**config.mk**
```make
export PLATFORM = sky130hd
export DESIGN_NAME = uart_core_flat
export DESIGN_NICKNAME = d
export VERILOG_FILES = /design/src/rtl/uart_core_if.sv /design/src/rtl/uart_core.sv /design/src/flat_wrapper.sv
export SDC_FILE = /design/constraint.sdc
export NUM_CORES = 1
export LEC_CHECK = 0
export CORE_ASPECT_RATIO = 1.4
export CORE_UTILIZATION = 50
export CTS_CLUSTER_DIAMETER = 30
export DETAILED_ROUTE_END_ITERATION = 10
export HOLD_SLACK_MARGIN = 0.1
export PLACE_DENSITY = 0.81
export SETUP_SLACK_MARGIN = 0.05
export SYNTH_ARGS = -nofsm -noshare
export SYNTH_HDL_FRONTEND = slang
export SYNTH_SLANG_ARGS = --single-unit
```
**constraint.sdc**
```tcl
create_clock -name clk -period 2.65 [get_ports clk]
set_input_delay 0.265 -clock clk [delete_from_list [all_inputs] [get_ports clk]]
set_output_delay 0.265 -clock clk [all_outputs]
set_load 0.01 [all_outputs]
```
**src/rtl/uart_core_if.sv**
```systemverilog
// Serial and handshake signal bundle for uart_core.
// The slave side is the UART; the master side is the user logic and line driver.
interface uart_core_if #(
   parameter int unsigned DATA_BITS = 8
) ();
   logic                 tx_valid;
   logic [DATA_BITS-1:0] tx_data;
   logic                 tx_ready;
   logic                 tx;
   logic                 rx;
   logic [DATA_BITS-1:0] rx_data;
   logic                 rx_valid;
   logic                 rx_parity_err;
   logic                 rx_frame_err;

   modport slave (
      input  tx_valid, tx_data, rx,
      output tx_ready, tx, rx_data, rx_valid, rx_parity_err, rx_frame_err
   );

   modport master (
      output tx_valid, tx_data, rx,
      input  tx_ready, tx, rx_data, rx_valid, rx_parity_err, rx_frame_err
   );
endinterface

```
**src/rtl/uart_core.sv**
```systemverilog
// Full-duplex UART: handshaked transmitter and false-start-filtered receiver
// sharing one baud divisor, with configurable width, parity and stop bits.
module uart_core #(
   parameter int unsigned CLK_HZ    = 100000,
   parameter int unsigned BAUD      = 9600,
   parameter int unsigned DATA_BITS = 8,
   parameter int unsigned PARITY    = 0,
   parameter int unsigned STOP_BITS = 1
) (
   input logic        clk,
   input logic        rst_n,
   uart_core_if.slave u_if
);
   localparam int unsigned DIV     = CLK_HZ / BAUD;
   localparam int unsigned HALF    = DIV / 2;
   localparam int unsigned CW      = $clog2(DIV);
   localparam int unsigned BW      = 4;
   localparam logic        ODD     = (PARITY == 1);
   localparam logic        HAS_PAR = (PARITY != 0);

   localparam logic [2:0] S_IDLE   = 3'd0;
   localparam logic [2:0] S_START  = 3'd1;
   localparam logic [2:0] S_DATA   = 3'd2;
   localparam logic [2:0] S_PARITY = 3'd3;
   localparam logic [2:0] S_STOP   = 3'd4;
   localparam logic [2:0] S_BREAK  = 3'd5;

   logic [2:0]           tx_state_q, tx_state_d;
   logic [CW-1:0]        tx_cnt_q, tx_cnt_d;
   logic [BW-1:0]        tx_bit_q, tx_bit_d;
   logic [DATA_BITS-1:0] tx_sh_q, tx_sh_d;
   logic                 tx_par_q, tx_par_d;
   logic                 tx_q, tx_d;
   logic                 tx_ready_q, tx_ready_d;
   logic                 tx_tick;

   logic                 rx_s1_q, rx_s2_q;
   logic [2:0]           rx_state_q, rx_state_d;
   logic [CW-1:0]        rx_cnt_q, rx_cnt_d;
   logic [BW-1:0]        rx_bit_q, rx_bit_d;
   logic [DATA_BITS-1:0] rx_sh_q, rx_sh_d;
   logic                 rx_par_q, rx_par_d;
   logic [DATA_BITS-1:0] rx_data_q, rx_data_d;
   logic                 rx_valid_q, rx_valid_d;
   logic                 rx_perr_q, rx_perr_d;
   logic                 rx_ferr_q, rx_ferr_d;
   logic                 rx_tick;

   // Transmitter state and registered line outputs
   always_ff @(posedge clk or negedge rst_n) begin
      if (!rst_n) begin
         tx_state_q <= S_IDLE;
         tx_cnt_q   <= '0;
         tx_bit_q   <= '0;
         tx_sh_q    <= '0;
         tx_par_q   <= 1'b0;
         tx_q       <= 1'b1;
         tx_ready_q <= 1'b1;
      end else begin
         tx_state_q <= tx_state_d;
         tx_cnt_q   <= tx_cnt_d;
         tx_bit_q   <= tx_bit_d;
         tx_sh_q    <= tx_sh_d;
         tx_par_q   <= tx_par_d;
         tx_q       <= tx_d;
         tx_ready_q <= tx_ready_d;
      end
   end

   // tx_d holds the level of the next bit so the line changes on the bit boundary edge
   always_comb begin
      tx_state_d = tx_state_q;
      tx_cnt_d   = tx_cnt_q;
      tx_bit_d   = tx_bit_q;
      tx_sh_d    = tx_sh_q;
      tx_par_d   = tx_par_q;
      tx_d       = tx_q;
      tx_ready_d = tx_ready_q;
      tx_tick    = (tx_cnt_q == CW'(DIV - 1));
      if (tx_state_q != S_IDLE) tx_cnt_d = tx_tick ? '0 : tx_cnt_q + CW'(1);
      case (tx_state_q)
         S_IDLE: if (u_if.tx_valid && tx_ready_q) begin
            tx_state_d = S_START;
            tx_sh_d    = u_if.tx_data;
            tx_par_d   = ^u_if.tx_data ^ ODD;
            tx_d       = 1'b0;
            tx_ready_d = 1'b0;
            tx_cnt_d   = '0;
         end
         S_START: if (tx_tick) begin
            tx_state_d = S_DATA;
            tx_bit_d   = '0;
            tx_d       = tx_sh_q[0];
         end
         S_DATA: if (tx_tick) begin
            if (tx_bit_q == BW'(DATA_BITS - 1)) begin
               tx_bit_d   = '0;
               tx_state_d = HAS_PAR ? S_PARITY : S_STOP;
               tx_d       = HAS_PAR ? tx_par_q : 1'b1;
            end else begin
               tx_bit_d = tx_bit_q + BW'(1);
               tx_sh_d  = tx_sh_q >> 1;
               tx_d     = tx_sh_q[1];
            end
         end
         S_PARITY: if (tx_tick) begin
            tx_state_d = S_STOP;
            tx_d       = 1'b1;
         end
         S_STOP: if (tx_tick) begin
            if (tx_bit_q == BW'(STOP_BITS - 1)) begin
               tx_state_d = S_IDLE;
               tx_bit_d   = '0;
               tx_ready_d = 1'b1;
            end else begin
               tx_bit_d = tx_bit_q + BW'(1);
            end
         end
         default: begin
            tx_state_d = S_IDLE;
            tx_d       = 1'b1;
            tx_ready_d = 1'b1;
         end
      endcase
   end

   // Receiver state; synchroniser resets to the idle-high line level
   always_ff @(posedge clk or negedge rst_n) begin
      if (!rst_n) begin
         rx_s1_q    <= 1'b1;
         rx_s2_q    <= 1'b1;
         rx_state_q <= S_IDLE;
         rx_cnt_q   <= '0;
         rx_bit_q   <= '0;
         rx_sh_q    <= '0;
         rx_par_q   <= 1'b0;
         rx_data_q  <= '0;
         rx_valid_q <= 1'b0;
         rx_perr_q  <= 1'b0;
         rx_ferr_q  <= 1'b0;
      end else begin
         rx_s1_q    <= u_if.rx;
         rx_s2_q    <= rx_s1_q;
         rx_state_q <= rx_state_d;
         rx_cnt_q   <= rx_cnt_d;
         rx_bit_q   <= rx_bit_d;
         rx_sh_q    <= rx_sh_d;
         rx_par_q   <= rx_par_d;
         rx_data_q  <= rx_data_d;
         rx_valid_q <= rx_valid_d;
         rx_perr_q  <= rx_perr_d;
         rx_ferr_q  <= rx_ferr_d;
      end
   end

   // rx_par_q accumulates data XOR, then becomes the parity-error flag at the parity sample
   always_comb begin
      rx_state_d = rx_state_q;
      rx_cnt_d   = rx_cnt_q;
      rx_bit_d   = rx_bit_q;
      rx_sh_d    = rx_sh_q;
      rx_par_d   = rx_par_q;
      rx_data_d  = rx_data_q;
      rx_valid_d = 1'b0;
      rx_perr_d  = rx_perr_q;
      rx_ferr_d  = rx_ferr_q;
      rx_tick    = (rx_cnt_q == CW'(DIV - 1));
      if (rx_state_q != S_IDLE && rx_state_q != S_BREAK) rx_cnt_d = rx_cnt_q + CW'(1);
      case (rx_state_q)
         S_IDLE: if (!rx_s2_q) begin
            rx_state_d = S_START;
            rx_cnt_d   = '0;
            rx_bit_d   = '0;
         end
         S_START: if (rx_cnt_q == CW'(HALF - 1)) begin
            rx_cnt_d   = '0;
            rx_par_d   = 1'b0;
            rx_state_d = rx_s2_q ? S_IDLE : S_DATA;
         end
         S_DATA: if (rx_tick) begin
            rx_cnt_d = '0;
            rx_sh_d  = {rx_s2_q, rx_sh_q[DATA_BITS-1:1]};
            rx_par_d = rx_par_q ^ rx_s2_q;
            if (rx_bit_q == BW'(DATA_BITS - 1)) begin
               rx_bit_d   = '0;
               rx_state_d = HAS_PAR ? S_PARITY : S_STOP;
            end else begin
               rx_bit_d = rx_bit_q + BW'(1);
            end
         end
         S_PARITY: if (rx_tick) begin
            rx_cnt_d   = '0;
            rx_par_d   = rx_par_q ^ rx_s2_q ^ ODD;
            rx_state_d = S_STOP;
         end
         S_STOP: if (rx_tick) begin
            rx_cnt_d   = '0;
            rx_valid_d = 1'b1;
            rx_data_d  = rx_sh_q;
            rx_perr_d  = HAS_PAR & rx_par_q;
            rx_ferr_d  = !rx_s2_q;
            rx_state_d = rx_s2_q ? S_IDLE : S_BREAK;
         end
         S_BREAK: if (rx_s2_q) rx_state_d = S_IDLE;
         default: rx_state_d = S_IDLE;
      endcase
   end

   assign u_if.tx            = tx_q;
   assign u_if.tx_ready      = tx_ready_q;
   assign u_if.rx_data       = rx_data_q;
   assign u_if.rx_valid      = rx_valid_q;
   assign u_if.rx_parity_err = rx_perr_q;
   assign u_if.rx_frame_err  = rx_ferr_q;
endmodule

```
**src/flat_wrapper.sv**
```systemverilog
// flat-port wrapper written by rule: the top's interface ports become plain ports
module uart_core_flat 
#(
   parameter int unsigned CLK_HZ    = 100000,
   parameter int unsigned BAUD      = 9600,
   parameter int unsigned DATA_BITS = 8,
   parameter int unsigned PARITY    = 0,
   parameter int unsigned STOP_BITS = 1
)
  (clk, rst_n, u_if_tx_valid, u_if_tx_data, u_if_rx, u_if_tx_ready, u_if_tx, u_if_rx_data, u_if_rx_valid, u_if_rx_parity_err, u_if_rx_frame_err);
  uart_core_if #(.DATA_BITS(DATA_BITS)) u_if_i ();
  input logic clk;
  input logic rst_n;
  input wire logic [$bits(u_if_i.tx_valid)-1:0] u_if_tx_valid;
  input wire logic [$bits(u_if_i.tx_data)-1:0] u_if_tx_data;
  input wire logic [$bits(u_if_i.rx)-1:0] u_if_rx;
  output wire logic [$bits(u_if_i.tx_ready)-1:0] u_if_tx_ready;
  output wire logic [$bits(u_if_i.tx)-1:0] u_if_tx;
  output wire logic [$bits(u_if_i.rx_data)-1:0] u_if_rx_data;
  output wire logic [$bits(u_if_i.rx_valid)-1:0] u_if_rx_valid;
  output wire logic [$bits(u_if_i.rx_parity_err)-1:0] u_if_rx_parity_err;
  output wire logic [$bits(u_if_i.rx_frame_err)-1:0] u_if_rx_frame_err;
  assign u_if_i.tx_valid = u_if_tx_valid;
  assign u_if_i.tx_data = u_if_tx_data;
  assign u_if_i.rx = u_if_rx;
  assign u_if_tx_ready = u_if_i.tx_ready;
  assign u_if_tx = u_if_i.tx;
  assign u_if_rx_data = u_if_i.rx_data;
  assign u_if_rx_valid = u_if_i.rx_valid;
  assign u_if_rx_parity_err = u_if_i.rx_parity_err;
  assign u_if_rx_frame_err = u_if_i.rx_frame_err;
  uart_core #(.CLK_HZ(CLK_HZ), .BAUD(BAUD), .DATA_BITS(DATA_BITS), .PARITY(PARITY), .STOP_BITS(STOP_BITS)) u_core (.clk(clk), .rst_n(rst_n), .u_if(u_if_i));
endmodule
```
==> results of run 1 <==
==> cells in the mapped netlist (all sizes together), types with 3 or more instances <==
master	instances	share of area, %
o22a	3	0.97
clkbuf	3	0.46
o221ai	3	0.97
nor3b	8	2.4
nor3	6	1.3
nand2	16	2.2
nor2b	3	0.69
nand3	6	1.3
buf	7	1.9
nand2b	5	1.2
a31oi	3	0.69
dfrtp	48	44
or3b	3	0.97
inv	9	1.2
mux2	32	14
dfstp	4	3.9
o21a	4	1.1
o21ai	19	3.5
ha	6	2.8
nor2	11	1.5
nand3b	5	1.4
==> path summary, 6_finish.rpt <==
| path | from | endpoint |
|---|---|---|
| max in group asynchronous | rst_n | u_core.rx_s2_q |
| hold reg to reg | u_core.rx_s1_q | u_core.rx_s2_q |
| min in group asynchronous | rst_n | u_core.u_if.rx_data[4] |
| hold / removal | u_core.rx_s1_q | u_core.rx_s2_q |
| setup / recovery | u_core.tx_cnt_q[1] | u_core.tx_sh_q[1] |
| setup reg to reg | u_core.tx_cnt_q[1] | u_core.tx_sh_q[1] |
==> layout make-up <==
class / instances / share of cell area [%]
multi-input combinational: 169 / 42.2
inverter: 9 / 1.09
timing repair buffer: 26 / 8.07
tap: 66 / 2.66
clock inverter: 2 / 1.25
clock buffer: 6 / 2.66
sequential: 52 / 42.1
==> power breakdown <==
| group | switching (W) | internal (W) | total, W |
|---|---|---|---|
| Sequential | 0.000238 | 0.000984 | 0.00122 |
| Combinational | 0.000543 | 0.000639 | 0.00118 |
| Clock | 0.000260 | 0.000309 | 0.000569 |
==> metal layers <==
layer	up-vias	GRT usage, %
met5	-	0
met4	0	6.26
met3	6	3.70
met2	24	33.7
met1	907	21.0
li1	910	-
==> per-stage QoR <==
stage	hold WS [ns]	instances	total power [W]	utilization, %	area, um^2
floorplan	-0.0306	240	0.00217	-	2710
global placement	0.316	321	0.00237	57.1	2970
detailed placement	0.334	321	0.00242	57.1	2970
CTS	0.368	330	0.00300	59.7	3100
global route	0.373	330	0.00319	59.7	3100
finish	0.367	330	0.00297	59.7	3100
==> logic make-up after synthesis <==
logic type                 Yosys count  synth area share, %
buffers and inverters               19                 3.60
AOI/OAI and AO/OA                   50                 12.6
and+or+nand+nor                     75                 16.7
xor gates and xnor gates             3                0.969
other                                1                0.138
DFF                                 52                 48.2
muxes                               34                 15.1
adders and majority gates            6                 2.77
==> cell usage in the layout (no fill, tap or decap), drive strengths merged, types with 2 or more instances in the layout <==
cell type      synthesis  routed
dfrtp                 48      48
mux2                  32      32
clkdlybuf4s50          0      22
o21ai                 19      19
nand2                 16      16
nor2                  11      11
inv                    9       9
nor3b                  8       8
ha                     6       6
clkbuf                 3       6
nor3                   6       6
nand3                  6       6
nand3b                 5       5
nand2b                 5       5
o21a                   4       4
dfstp                  4       4
o22a                   3       3
a31oi                  3       3
nor2b                  3       3
o221ai                 3       3
or3b                   3       3
buf                    7       3
o2bb2ai                2       2
xnor2                  2       2
a22oi                  2       2
mux2i                  2       2
o31ai                  2       2
a21oi                  2       2
or2                    2       2
o22ai                  2       2
and2                   2       2
and3b                  2       2
or3                    2       2
==> state kept, by name (all words and copies together), names as in the netlist, 3 cells and up <==
name,cells
u_core.u_if.rx_data,8
u_core.tx_state_q,3
u_core.rx_state_q,3
u_core.rx_cnt_q,4
u_core.tx_bit_q,4
u_core.tx_cnt_q,4
u_core.rx_bit_q,4
u_core.tx_sh_q,8
u_core.rx_sh_q,8
==> results.md, run 1 <==
- Clock Sink Count: 52
- Area of the multi-input gates: 1310 um^2
- Final WS setup: 0.545 ns
- Clk_skew: 0.00668 ns
- GRT Total Usage: 18.2%
- Final net count: about 280
- Initial drt markers: a little over 90
- I/O pins: 25
- Root Buffer: clkbuf_8
- Worst min-delay path category: reg -> reg
- Number of flops mapped to enable cells by yosys: 0
- Fillers: 444
- FF-to-FF path depth: 4
- Worst Path Required: approximately 2.9 ns
- Critical path arrival: 2.30 ns
- Pin count of the biggest net entering global routing: 30
- Synth warn: 0
- Final setup vio count: 0
- Pre-CTS setup slack: 0.540 ns
- Outcome: finished clean
- Peak Freq: 475 MHz
- Met3 Routed Length: roughly 120 um
- Die Width: about 64 um
- HPWL Detailed: 3.39 mm
- Synthesized area per cell: 11.3 um^2
- Std-Cell Core Area: 5200 um^2
- Top sig layer: met4
- Worst stage delay on the critical path: around 0.6 ns
- Hold buffers post-CTS: 1
- Post-CTS setup buffer count: 0
- Number of cells on the critical path: 4
- Synth Instances: 240
- PwrDens: 958 nW/um^2
- Worst Setup End Kind: flop
- ANT cells: 0
- Total Die Area: between 5000 and 6000 um^2
- Vias in the first global route: 1801
- RSZ-0062 raised after global routing: false
- Crit path max-delay family: simple AND/OR/NAND/NOR gates
- Synth-to-Final Area Change: 14.4%
- Slowest stage cell, crit path: a2111o_1
- Register area: 1310 um^2
- Total grt overflow: 0
- Port bufs: 23
- Minimum clock period: 2.11 ns
- Starting density of the core: 52.2%
- Worst skew pair latency: ~0.31 ns
- Placer Congestion: 0.852
- Maximum clock path buffer count: 2
- Asr flop ratio synth: 100%
- CTS H-tree lvls: 2
- Routed wire length: 4.63 mm
- First-pass DRT Iterations: 4
- Slew at the pin closest to its max-slew limit: 0.642 ns
- CP Cell Sequence: and4bb_1 > nand2b_1 > a2111o_1 > mux2_4
- Post-Syn Area: 2710 um^2
- Cell variety after synth: 60
- Hold path depth: 0
- Die height: 89.1 um
- Clk slew on worst S/H paths: roughly 0.1 ns
- Setup slack, reg-to-reg: 0.54 ns
- Share of layout cells above drive strength 1: between 20% and 30%
- Resize count post-CTS: 0
- Worst Path Buf+Inv: 0
- Fin crit share: 79.4%
- Final hold vios: 0
- Global-route wire length before repair: between 8 and 9 mm
- DRC violations left: 0
- Post-Syn Nets: 258
- Main synth FF type: dfrtp_1
- Vias: approximately 1800
- Total of max-cap violations: 0
- Vias per cell: 5.60
- CP Launch Type: flop
- Sequential share of the synthesized area: 48.2%
- Row cnt: 31
- CTS tree: done
- Worst relative slew slack: 57.2%
- Leak pwr: about 1.4 nW
- Post-synthesis register bit count: 52
- Setup TNS Final: 0 ns
- Slew Viols, Final: 0
- Worst vdd ir: ~0.49 mV
- Initial antenna violation count: 0
- WL/cell: 14.0 um
- WL met2: 2.46 mm
- WL met1: about 2 mm
- CP Max Fanout: 11
- Post-route ant nets: 0
- CTS buffer count: 5
- Crit Path Category: reg -> reg
Power figures use the tool's default switching activity.
==> run 2, diff against run 1 <==
- clock period: 2.65 -> 2 ns (I/O delays scaled with it)
==> results.md, run 2 (synthesis results as in run 1) <==
- Outcome: finished clean
- Vias: 1936
- Clk_skew: 0.00445 ns
- Total of max-cap violations: 0
- I/O pins: 25
- CTS buffer count: 5
- PwrDens: 1240 nW/um^2
- Vias in the first global route: roughly 2000
- Worst Setup End Kind: flop
- CP Max Fanout: 7
- Die Width: roughly 64 um
- Slowest stage cell, crit path: a2111o_2
- Leak pwr: 1.47 nW
- Row cnt: 31
- Synth-to-Final Area Change: 19.3%
- Initial antenna violation count: 0
- Total grt overflow: 0
- First-pass DRT Iterations: 4
- Share of layout cells above drive strength 1: 27.2%
- Routed wire length: 4.98 mm
- Most frequent cells in the layout: 48 x dfrtp_1, 22 x clkdlybuf4s50_1, 21 x mux2_2, 21 x buf_4, 19 x o21ai_0
- Final setup vio count: 0
- CTS H-tree lvls: 2
- Global-route wire length before repair: 8.60 mm
- Minimum clock period: 1.92 ns
- Final core utilization: between 60 and 70%
- Die height: about 89 um
- Pin count of the biggest net entering global routing: 30
- Clk slew on worst S/H paths: 0.10 ns
- CP Cell Sequence: ha_2 > and3b_4 > nand2b_1 > a2111o_2 > mux2_4
- Port bufs: 23
- Root Buffer: clkbuf_8
- Placer Congestion: just under 0.8
- Initial drt markers: slightly below 60
- Critical path arrival: 2.11 ns
- HPWL Detailed: approximately 3.6 mm
- Maximum clock path buffer count: 2
- RSZ-0062 raised after global routing: false
- Starting density of the core: 52.2%
- Crit Path Category: reg -> reg
- Crit path max-delay family: compound AO/OA/AOI/OAI gates
- Post-route ant nets: 0
- Vias per cell: 5.55
- Fin crit share: 96.0%
- Worst stage delay on the critical path: 0.54 ns
- ANT cells: 0
- Worst min-delay path category: in -> reg
- Final WS setup: 0.0802 ns
- CP Launch Type: flop
- Worst Path Required: approximately 2.2 ns
- Fillers: 434
- Final net count: 300
- Worst skew pair latency: 0.30 ns
- Total Die Area: 5730 um^2
- Peak Freq: 521 MHz
- Layout Cells excl Fill: 349
- DRC violations left: 0
- Slew Viols, Final: 0
- Worst vdd ir: 0.750 mV
- Worst Path Buf+Inv: 0
- Pre-CTS setup slack: -0.000337 ns
- # placed instances: 339
- WL/cell: 14.3 um
- Final hold vios: 0
- Std-Cell Core Area: between 5000 and 6000 um^2
- CTS tree: done
- GRT Total Usage: 19.4%
- Clock Sink Count: 52
- Most common cell after layout, fill and taps aside: dfrtp_1
## run 2: layout make-up
| cell class | count | area [um^2] | area share [%] |
|---|---|---|---|
| Inverter | 9 | 33.8 | 1.04 |
| Multi-Input combinational cell | 169 | 1320 | 40.9 |
| Tap cell | 66 | 82.6 | 2.55 |
| Sequential cell | 52 | 1310 | 40.4 |
| Clock buffer | 5 | 68.8 | 2.13 |
| Timing Repair Buffer | 45 | 393 | 12.1 |
| Clock inverter | 3 | 27.5 | 0.851 |
## run 2: timing repair
item | in CTS | in global routing
endpoints found under the hold margin | 48 | 0
gates resized for setup | 1 | 4
endpoints found under the setup margin | 8 | 14
setup buffers | 0 | 1
hold buffers | 1 | 0
pin swaps | 1 | 0
## run 2: per-layer routing
metal	GRT usage (%)	routed length (um)	vias to the layer above
met5	0	0	-
met4	7.68	61	0
met3	4.08	147	6
met2	36.7	2690	33
met1	21.1	2090	952
li1	-	-	945
## run 2: through the flow
stage	area (um^2)	hold slack, ns	total power [W]	TNS [ns]
floorplan	2710	-0.0956	0.00288	0
global placement	3110	0.205	0.00331	0
detailed placement	3110	0.210	0.00337	-0.000337
CTS	3210	0.282	0.00402	0
global route	3230	0.286	0.00430	0
finish	3230	0.291	0.00402	0
## run 2: final timing paths
check / from / endpoint / slack [ns] / depth (start not counted)
worst max-delay path: u_core.tx_bit_q[0] / u_core.tx_sh_q[2] / 0.08 / 5
worst min-delay path: u_if_rx / u_core.rx_s1_q / 0.29 / 1
worst max register to register: u_core.tx_bit_q[0] / u_core.tx_sh_q[2] / 0.08 / 5
worst min register to register: u_core.rx_s1_q / u_core.rx_s2_q / 0.37 / 0
max in group asynchronous: rst_n / u_core.u_if.tx_ready / 1.25 / 3
min in group asynchronous: rst_n / u_core.u_if.rx_data[6] / 0.41 / 3
## run 2: power breakdown
group / switching, W / internal [W]
combinational: 0.000854 / 0.00101
sequential: 0.000223 / 0.00130
clock: 0.000373 / 0.000258
total: 0.00145 / 0.00257
## run 2: worst reg2reg max path, cell delays in order, from the launching register on
cell and delay [ns]:
dfrtp_1 0.41, ha_2 0.19, and3b_4 0.19, nand2b_1 0.13, a2111o_2 0.54, mux2_4 0.34
==> run 3, diff against run 2 <==
- CTS_BUF_LIST: unset -> sky130_fd_sc_hd__clkbuf_4
==> results.md, run 3 (synthesis results as in run 1) <==
- Total of max-cap violations: 0
- CTS tree: done
- HPWL Detailed: 3.61 mm
- Critical R2R Capture: u_core.tx_sh_q[2]
- Worst relative slew slack: between 60% and 70%
- PwrDens: 1220 nW/um^2
- Synth-to-Final Area Change: 18.0%
- Maximum clock path buffer count: 2
- RSZ-0062 raised after global routing: false
- Hold Startpoint: u_if_rx
- Port bufs: 23
- Final core utilization: between 60% and 70%
- Peak Freq: 519 MHz
- Row cnt: 31
- Final setup vio count: 0
- CTS buffer count: 5
- CP Max Fanout: 7
- Clock Sink Count: 52
- Worst min-delay path category: in -> reg
- Placer Congestion: 0.793
- Most common cell after layout, fill and taps aside: dfrtp_1
- Vias per cell: 5.44
- Worst Path Required: 2.28 ns
- Crit Path Category: reg -> reg
- Vias: around 1900
- Hold path depth: 1
- FF-to-FF path depth: 5
- Root Buffer: clkbuf_4
- CP Launch Type: flop
- Share of layout cells above drive strength 1: around 27%
- Fillers: between 400 and 500
- GRT Total Usage: around a fifth
- Initial drt markers: slightly above 40
- Global-route wire length before repair: 8.47 mm
- Pin count of the biggest net entering global routing: 30
- CTS H-tree lvls: 2
- Clk slew on worst S/H paths: approximately 0.16 ns
- Worst Setup End Kind: flop
- Final net count: 300
- Setup slack, reg-to-reg: 0.07 ns
- Routed wire length: between 4 and 5 mm
- Std-Cell Core Area: 5200 um^2
- Worst vdd ir: 0.745 mV
- Die Width: 64.2 um
- Outcome: finished clean
- DRC violations left: 0
- Hold Crit Endpoint: u_core.rx_s1_q
- Post-route ant nets: 0
- I/O pins: 25
- Initial antenna violation count: 0
- Slew Viols, Final: 0
- WL/cell: 14.1 um
- Worst r2r src: u_core.tx_bit_q[0]
- Die height: 89.1 um
- Hold slack: 0.201 ns
- Slew at the pin closest to its max-slew limit: around 0.50 ns
- Minimum clock period: around 1.9 ns
- Leak pwr: between 1 and 1.5 nW
- Most frequent cells in the layout: 48 x dfrtp_1, 22 x clkdlybuf4s50_1, 21 x mux2_2, 21 x buf_4, 19 x o21ai_0
- Critical path arrival: 2.21 ns
- Worst skew pair latency: 0.38 ns
- Total Die Area: 5730 um^2
- Clk_skew: 0.00821 ns
- Starting density of the core: 52.2%
- Fin crit share: 96.3%
- Vias in the first global route: 1973
- First-pass DRT Iterations: 4
- ANT cells: 0
- Total grt overflow: 0
- Final hold vios: 0
run 3: layer usage:
metal  vias to the layer above  global-route usage (%)  share of wire, %
li1                        944                       -                 -
met1                       923                    21.0                43
met2                        24                    35.9                53
met3                         6                    4.34               2.6
met4                         0                    8.69               1.5
met5                         -                       0                 0
run 3: how the worst max path moves through the flow:
stage | from | end | slack (ns) | depth (start not counted)
after floorplan | u_core.tx_bit_q[0] | u_core.tx_sh_q[1] | 0.14 | 6
after global placement | u_if_tx_valid | u_core.tx_sh_q[4] | 0.03 | 5
after detailed placement | u_core.tx_bit_q[0] | u_core.tx_sh_q[2] | -0.0003 | 5
after CTS | u_core.tx_bit_q[0] | u_core.tx_state_q[1] | 0.06 | 6
after global routing | u_core.rx_cnt_q[1] | u_core.u_if.rx_data[0] | 0.05 | 6
final | u_core.tx_bit_q[0] | u_core.tx_sh_q[2] | 0.07 | 5
run 3: layout make-up:
cell class	count	area, um^2	share of cell area, %
clock inverter	3	27.5	0.860
sequential	52	1310	40.8
clock buffer	5	37.5	1.17
timing repair buffer	45	393	12.3
tap	66	82.6	2.58
inverter	9	33.8	1.06
multi-input combinational	169	1320	41.2
run 3: what timing repair did:
| item | 4_1_cts | 5_1_grt |
|---|---|---|
| setup endpoints to repair | 8 | 8 |
| resized for setup | 2 | 2 |
| pin swaps | 1 | 0 |
| setup buffers | 0 | 1 |
| hold buffers | 1 | 0 |
| cloned | 0 | 0 |
| hold endpoints to repair | 50 | 0 |
run 3: worst max-delay path, cell delays in order, from the launching register on:
cell and delay, ns:
dfrtp_1 0.43, ha_2 0.19, and3b_4 0.19, nand2b_1 0.13
a2111o_2 0.54, mux2_4 0.34
run 3: per-stage QoR:
stage,worst slack [ns],area [um^2],total power (W),setup TNS [ns],cells
global placement,0.0270,3110,0.00331,0,339
detailed placement,-0.000337,3110,0.00337,-0.000337,339
finish,0.0742,3200,0.00389,0,349
CTS,0.0623,3180,0.00390,0,348
global route,0.0464,3200,0.00418,0,349
floorplan,0.138,2710,0.00288,0,240
run 3: where the power goes:
part | leakage, nW | switching, W | internal (W)
Combinational | 0.742 | 0.000845 | 0.00101
Clock | 0.0333 | 0.000370 | 0.000149
Sequential | 0.681 | 0.000219 | 0.00130
